<file path="src/rtl/signed_restoring_divider.sv">
// Sequential signed divider: restoring long division on operand magnitudes,
// one quotient bit per clock, results truncated toward zero.
module signed_restoring_divider #(
  parameter int WIDTH = 4
) (
  input  logic             clk,
  input  logic             reset,
  input  logic             start,
  input  logic [WIDTH-1:0] dividend,
  input  logic [WIDTH-1:0] divisor,
  output logic [WIDTH-1:0] quotient,
  output logic [WIDTH-1:0] remainder,
  output logic             ready,
  output logic             div_by_zero,
  output logic             overflow
);

  localparam int CW = $clog2(WIDTH + 1);
  localparam logic [WIDTH-1:0] MOST_NEG   = {1'b1, {(WIDTH-1){1'b0}}};
  localparam logic [WIDTH-1:0] ALL_ONES   = {WIDTH{1'b1}};
  localparam logic [WIDTH-1:0] ZERO       = {WIDTH{1'b0}};
  localparam logic [CW-1:0]    COUNT_INIT = CW'(WIDTH);
  localparam logic [CW-1:0]    COUNT_ONE  = CW'(1);

  typedef enum logic [1:0] {
    IDLE   = 2'd0,
    ITER   = 2'd1,
    FINISH = 2'd2
  } state_t;

  state_t           state;
  logic [WIDTH:0]   rem_reg;
  logic [WIDTH-1:0] quo_reg;
  logic [WIDTH-1:0] divisor_mag_reg;
  logic [WIDTH-1:0] dividend_reg;
  logic [CW-1:0]    count_reg;
  logic             dividend_neg_reg;
  logic             divisor_neg_reg;
  logic             dbz_reg;
  logic             ovf_reg;

  logic [WIDTH-1:0] dividend_mag;
  logic [WIDTH-1:0] divisor_mag;
  logic [WIDTH:0]   trial;
  logic [WIDTH:0]   diff;
  logic             fits;
  logic [WIDTH-1:0] quo_signed;
  logic [WIDTH-1:0] rem_signed;
  logic             unused_rem_msb;

  // Negating the most-negative value wraps to itself, which read as unsigned
  // is exactly 2^(WIDTH-1), so no extra magnitude bit is needed.
  always_comb begin
    dividend_mag = dividend[WIDTH-1] ? -dividend : dividend;
    divisor_mag  = divisor[WIDTH-1]  ? -divisor  : divisor;
  end

  always_comb begin
    trial      = {rem_reg[WIDTH-1:0], quo_reg[WIDTH-1]};
    fits       = (trial >= {1'b0, divisor_mag_reg});
    diff       = trial - {1'b0, divisor_mag_reg};
    quo_signed = (dividend_neg_reg ^ divisor_neg_reg) ? -quo_reg : quo_reg;
    rem_signed = dividend_neg_reg ? -rem_reg[WIDTH-1:0] : rem_reg[WIDTH-1:0];
  end

  // The partial remainder never reaches 2^WIDTH, so its top bit is never read.
  assign unused_rem_msb = rem_reg[WIDTH];

  always_ff @(posedge clk or posedge reset) begin
    if (reset) begin
      state            <= IDLE;
      rem_reg          <= '0;
      quo_reg          <= '0;
      divisor_mag_reg  <= '0;
      dividend_reg     <= '0;
      count_reg        <= '0;
      dividend_neg_reg <= 1'b0;
      divisor_neg_reg  <= 1'b0;
      dbz_reg          <= 1'b0;
      ovf_reg          <= 1'b0;
      quotient         <= '0;
      remainder        <= '0;
      ready            <= 1'b0;
      div_by_zero      <= 1'b0;
      overflow         <= 1'b0;
    end else begin
      case (state)
        IDLE: begin
          if (start) begin
            dividend_reg     <= dividend;
            dividend_neg_reg <= dividend[WIDTH-1];
            divisor_neg_reg  <= divisor[WIDTH-1];
            divisor_mag_reg  <= divisor_mag;
            rem_reg          <= '0;
            quo_reg          <= dividend_mag;
            count_reg        <= COUNT_INIT;
            dbz_reg          <= (divisor == ZERO);
            ovf_reg          <= (dividend == MOST_NEG) && (divisor == ALL_ONES);
            ready            <= 1'b0;
            div_by_zero      <= 1'b0;
            overflow         <= 1'b0;
            state            <= (divisor == ZERO) ? FINISH : ITER;
          end
        end

        ITER: begin
          rem_reg   <= fits ? diff : trial;
          quo_reg   <= {quo_reg[WIDTH-2:0], fits};
          count_reg <= count_reg - COUNT_ONE;
          if (count_reg == COUNT_ONE) begin
            state <= FINISH;
          end
        end

        FINISH: begin
          if (dbz_reg) begin
            quotient    <= ALL_ONES;
            remainder   <= dividend_reg;
            div_by_zero <= 1'b1;
          end else if (ovf_reg) begin
            quotient  <= MOST_NEG;
            remainder <= ZERO;
            overflow  <= 1'b1;
          end else begin
            quotient  <= quo_signed;
            remainder <= rem_signed;
          end
          ready <= 1'b1;
          state <= IDLE;
        end

        default: begin
          state <= IDLE;
        end
      endcase
    end
  end

endmodule
</file>
<file path="config.mk">
export PLATFORM = sky130hd
export DESIGN_NAME = signed_restoring_divider
export DESIGN_NICKNAME = d
export VERILOG_FILES = /design/src/rtl/signed_restoring_divider.sv
export SDC_FILE = /design/constraint.sdc
export NUM_CORES = 1
export LEC_CHECK = 0
export BUFFER_PORTS_ARGS = -buffer_cell sky130_fd_sc_hd__clkbuf_2
export CORE_MARGIN = 10
export CORE_UTILIZATION = 40
export DETAILED_ROUTE_END_ITERATION = 16
export PLACE_DENSITY = 0.66
export SYNTH_ARGS = -nofsm -noshare
export SYNTH_HDL_FRONTEND = slang
export SYNTH_SLANG_ARGS = --single-unit
</file>
<file path="constraint.sdc">
create_clock -name clk -period 2 [get_ports clk]
set_input_delay 0.6 -clock clk [delete_from_list [all_inputs] [get_ports clk]]
set_output_delay 0.6 -clock clk [all_outputs]
set_load 0.01 [all_outputs]
</file>
Yosys cells after proc, flatten, opt, wreduce, memory -nomap -nowiden
Index checks and enable logic that the tools add are counted.
- register bits after elaboration: 36
- input bits: 11
- word-level logic and storage cells: 70
- add/subtract/negate cells: 6
- magnitude comparators: 1
- equal/unequal tests: 10
- muxes and demuxes: 26
- bitwise gates (word level): 1
- reductions and logical operators: 11
- operator list (kind ; count):
    $mux W4 ; 11
    $neg A4 Y4 ; 4
    $pmux W4 S2 ; 2
    $ne A2 B2 Y1 const B ; 5
    $eq A4 B4 Y1 const B ; 2
    $reduce_and A2 Y1 ; 4
    $mux W2 ; 3
    $pmux W1 S2 ; 3
    $pmux W3 S2 ; 1
    $ge A5 B4 Y1 ; 1
    $logic_not A4 Y1 ; 1
    $mux W1 ; 4
    $pmux W2 S2 ; 1
    $reduce_and A4 Y1 ; 1
    $reduce_bool A2 Y1 ; 2
    $sub A4 B4 Y4 ; 1
    $eq A3 B1 Y1 const B ; 1
    $mux W3 ; 1
    $reduce_and A3 Y1 ; 1
    $sub A3 B1 Y3 const B ; 1
    $eq A2 B1 Y1 const B ; 1
    $eq A2 B2 Y1 const B ; 1
    $logic_not A2 Y1 ; 1
    $logic_and A1 B1 Y1 ; 1
    $xor A1 B1 Y1 ; 1

Longest topological paths before layout
- word-level depth: 4
- gate-level depth with buffers: 7
- mapped depth without buffers: 7

Least setup slack after synthesis
Ideal clock, no wire load.
- kind: register to register
- from: register rem_reg[1]
- to: register rem_reg[0]
- library setup time: 122 ps
- data arrival time: 1510 ps
- required time: 1878 ps
- slack: 368 ps
- cell stages (with the launch flop): 6
- cells stage by stage: dfrtp_1 > ha_1 > nand4_1 > nand2_2 > or3_1 > a32o_1
- cells in the longest elaborated chain, start to end: 3
- RTL lines (what ; RTL line ; text):
    start, declared ; 32 ; logic [WIDTH:0] rem_reg;
    start signal, assigned ; 107 ; rem_reg <= fits ? diff : trial;
    $ge A5 B4 Y1 ; 60 ; fits = (trial >= {1'b0, divisor_mag_reg});
    $mux W4 ; 107 ;
    $pmux W4 S2 ; 87 ; case (state)
Every way passes these cells.
A chain may end at the register's enable or synchronous reset.

Worst setup path in the final report
Same ends and word-level chain as after synthesis.

==> run summary <==
Clock latency on the worst-skew pair, taken at its later pin, is 0.29 ns. The biggest area consumer among synthesized cells is sky130_fd_sc_hd__dfrtp_1. The total die area came out at 7950 sq um. The number of gates resized after CTS was 0. Across the VDD grid, the largest voltage drop is 0.524 mV. Dividing the detail-routed wire length by the instance count gives 14.1 um. The most crowded layer after global routing is met2. The power density over the cells is 1610 nW/um^2.

The total of buffers placed on input and output ports is 21. The met2 global-route usage came out at 17.6%. Routability-driven placement finished with a final weighted congestion of approximately 0.8.

The clock root buffer master is sky130_fd_sc_hd__clkbuf_8. The worst clock skew is around 0.0055 ns. The worst setup path is of the reg2reg kind. The post-synthesis sequential area ratio is 45.8%. The number of antenna violations at the first check in global routing is 0. Detailed routing inserted a total of 1517 vias. The number of clock sinks is 35. The synthesized design devotes to its leading area cell type 45.8% of total area. At the pin with the least slew margin, the transition time is 0.451 ns. The class of the tightest hold or removal check is in2async.

The DRC violation total after the first TritonRoute iteration is 63. In this run the critical register-to-register path is captured at rem_reg[0]. For the final routed database, the setup TNS stands at 0 ns. The setup-violating endpoint count in the final report came out at 0.

Yosys instantiated no cell more often than sky130_fd_sc_hd__dfrtp_1. After synthesis, the share of flip-flops with an asynchronous set or reset is between 90% and 100%. The maximum number of pins on one net before global-route repair is 36. The first TritonRoute pass finished after 4 iterations. The count of final hold-check violations was 0. The combined area of all synthesized cells came out at ~1900 sq um. The arrival time at the worst endpoint came out at 1.95 ns. The final global-route overflow total is 0.

The core region area came out at ~4700 sq um. The max-slew violation total from the final report came to 0. After routing the design area is about 2200 sq um. The global-route track usage on met3 is 3.10%.

The number of placed I/O pins is 22. The die width is ~90 um. The number of global-route vias before repair was 1510. Setup repair after global routing left no endpoint under its margin. The clock transition time at the flip-flop clock pins of the worst setup and hold paths is roughly 0.080 ns. Subtracting the final worst setup slack from the clock period gives approximately 1.8 ns.

The data required time of the worst path came out at 2.18 ns. The fraction of final layout cells with drive strength greater than 1 came out at 17.4%. After filler insertion, the fill cell instance count of the layout stands at 465.

The number of antenna diodes in the final layout is 0. When the netlist entered floorplanning its net count stood at around 230. The floorplan row count came out at 25. The effective utilization at floorplan came out at 40.8%.

The maximum buffer depth of the clock tree came out at 2. The worst reg2reg path depth is 5. The mean instance size in the synthesized netlist came out at 9.16 sq um. The growth of design area from synthesis to finish is 14.7%.

The total global routing track utilization came out at ~11%. The instance area at placement is 2080 sq um. The level count of the clock H-tree is 2. The total routed wirelength is between 4 and 5 mm.

The worst hold margin is roughly 0.38 ns. For this run, design rule violations remaining after detail routing come to 0. Setup slack on the worst reg-to-reg path comes out at 0.24 ns.

The average via count per standard cell is 5.23. The launching element type of the critical path is a flip-flop. The part of the cycle the worst path needs came out at 88.2%. The global-route wire length before repair is 7.09 mm. The count of nets left with antenna violations once routing finished came out at 0.

The launch point of the worst reg-to-reg path is rem_reg[1]. The commonest cells after synthesis are 35 x sky130_fd_sc_hd__dfrtp_1, 31 x sky130_fd_sc_hd__nand2_1, 20 x sky130_fd_sc_hd__o21ai_0. Synthesis handed over a netlist of about 210 instances.

The reported leakage power came out at 0.00103 uW. Measured against its own limit, the worst slew margin works out to between 60% and 70%. The leading register cell type out of synthesis is sky130_fd_sc_hd__dfrtp_1. The total setup buffers inserted after CTS is 0.

Synthesis inferred 35 register bits. TritonCTS built the clock tree. The height of the chip is 89.2 um. The number of buffers inserted by hold repair at cts is 0. The total CTS buffers came out at 5. Once detailed placement completed, the half-perimeter wirelength came to 3.13 mm.

The worst setup path is captured at a flip-flop. The flow ran to the end, and the final reports show no timing, DRC or antenna violations. The synthesis warning total is 0.

Max-cap violations in this run came to 0. The count of flip-flops with a built-in enable after synthesis is 0. The maximum clock frequency is 567 MHz. Global routing used 14.9% of the available met1 tracks.

Sorting the synthesized cells by area gives the leading types as sky130_fd_sc_hd__dfrtp_1 46%, sky130_fd_sc_hd__ha_1 7.2%, sky130_fd_sc_hd__nand2_1 6.1%, sky130_fd_sc_hd__o21ai_0 5.2%, sky130_fd_sc_hd__nor2_1 3.7%. The largest fanout of any net on the critical path is 8. The number of nets in the layout is about 260.

The number of distinct library cell variants in the gate-level netlist after synthesis is 42.
[final cells by class]
class                   instances  area (sq um)  share of cell area [%]
clock buffers                   5          68.8                    3.13
clock inverters                 3          43.8                    1.99
flip-flops and latches         35           876                    39.9
repair buffers                 25           135                    6.15
well taps                      54          67.6                    3.08
multi-input cells             149           933                    42.5
inverters                      19          71.3                    3.25
[kinds of logic (layout without fill, tap and decap cells)]
group / count (synthesis) / after routing / share of synthesized area (%)
and+or+nand+nor: 76 / 76 / 18.2
AOI/OAI and AO/OA: 49 / 49 / 16.5
DFF: 35 / 35 / 45.8
buffers and inverters: 25 / 52 / 5.49
adders and majority gates: 12 / 12 / 8.24
xor gates and xnor gates: 8 / 8 / 3.66
muxes: 4 / 4 / 2.16
[report_power, final]
group	switching, uW	internal [uW]
Clock	272	371
Combinational	883	712
Sequential	290	1010
[how the worst max path moves through the flow]
stage / from / endpoint / slack [ns] / depth (start not counted)
floorplan: rem_reg[1] / rem_reg[0] / 0.37 / 5
finish: rem_reg[1] / rem_reg[0] / 0.24 / 5
CTS: rem_reg[1] / rem_reg[2] / 0.26 / 5
detailed placement: rem_reg[1] / rem_reg[0] / 0.27 / 5
global route: rem_reg[1] / rem_reg[2] / 0.16 / 5
global placement: rem_reg[1] / rem_reg[0] / 0.31 / 5
[through the flow]
stage	utilization (%)	worst slack [ns]	std cells	power, uW
CTS	46.8	0.263	290	3570
global placement	44.4	0.307	282	2890
finish	46.8	0.235	290	3540
detailed placement	44.4	0.272	282	2920
floorplan	-	0.368	209	2480
global route	46.8	0.160	290	3890
[placed cells by master, fill, tap and decap left out, types with 4 or more instances in the layout]
master	netlist	layout
sky130_fd_sc_hd__dfrtp_1	35	35
sky130_fd_sc_hd__nand2_1	31	31
sky130_fd_sc_hd__clkbuf_2	0	21
sky130_fd_sc_hd__o21ai_0	20	20
sky130_fd_sc_hd__nor2_1	19	19
sky130_fd_sc_hd__inv_1	18	18
sky130_fd_sc_hd__ha_1	11	11
sky130_fd_sc_hd__nand2b_1	8	8
sky130_fd_sc_hd__xnor2_1	7	7
sky130_fd_sc_hd__a21oi_1	5	5
sky130_fd_sc_hd__clkbuf_8	0	5
sky130_fd_sc_hd__a22oi_1	4	4
sky130_fd_sc_hd__nor3_1	4	4
sky130_fd_sc_hd__buf_4	2	4
[critical path: stages, from the launching register on]
cell and delay, ns:
sky130_fd_sc_hd__dfrtp_1 0.43, sky130_fd_sc_hd__ha_1 0.37, sky130_fd_sc_hd__o21ai_1 0.19, sky130_fd_sc_hd__a21oi_2 0.09, sky130_fd_sc_hd__or3_1 0.33, sky130_fd_sc_hd__a32o_1 0.25
[routing by layer]
layer / share of wire [%] / wire length (um)
met5: 0 / 0
met4: 1.4 / 59
met3: 5.2 / 211
met2: 44 / 1790
met1: 49 / 2020
Note: power is estimated with default switching activity, not from simulation.
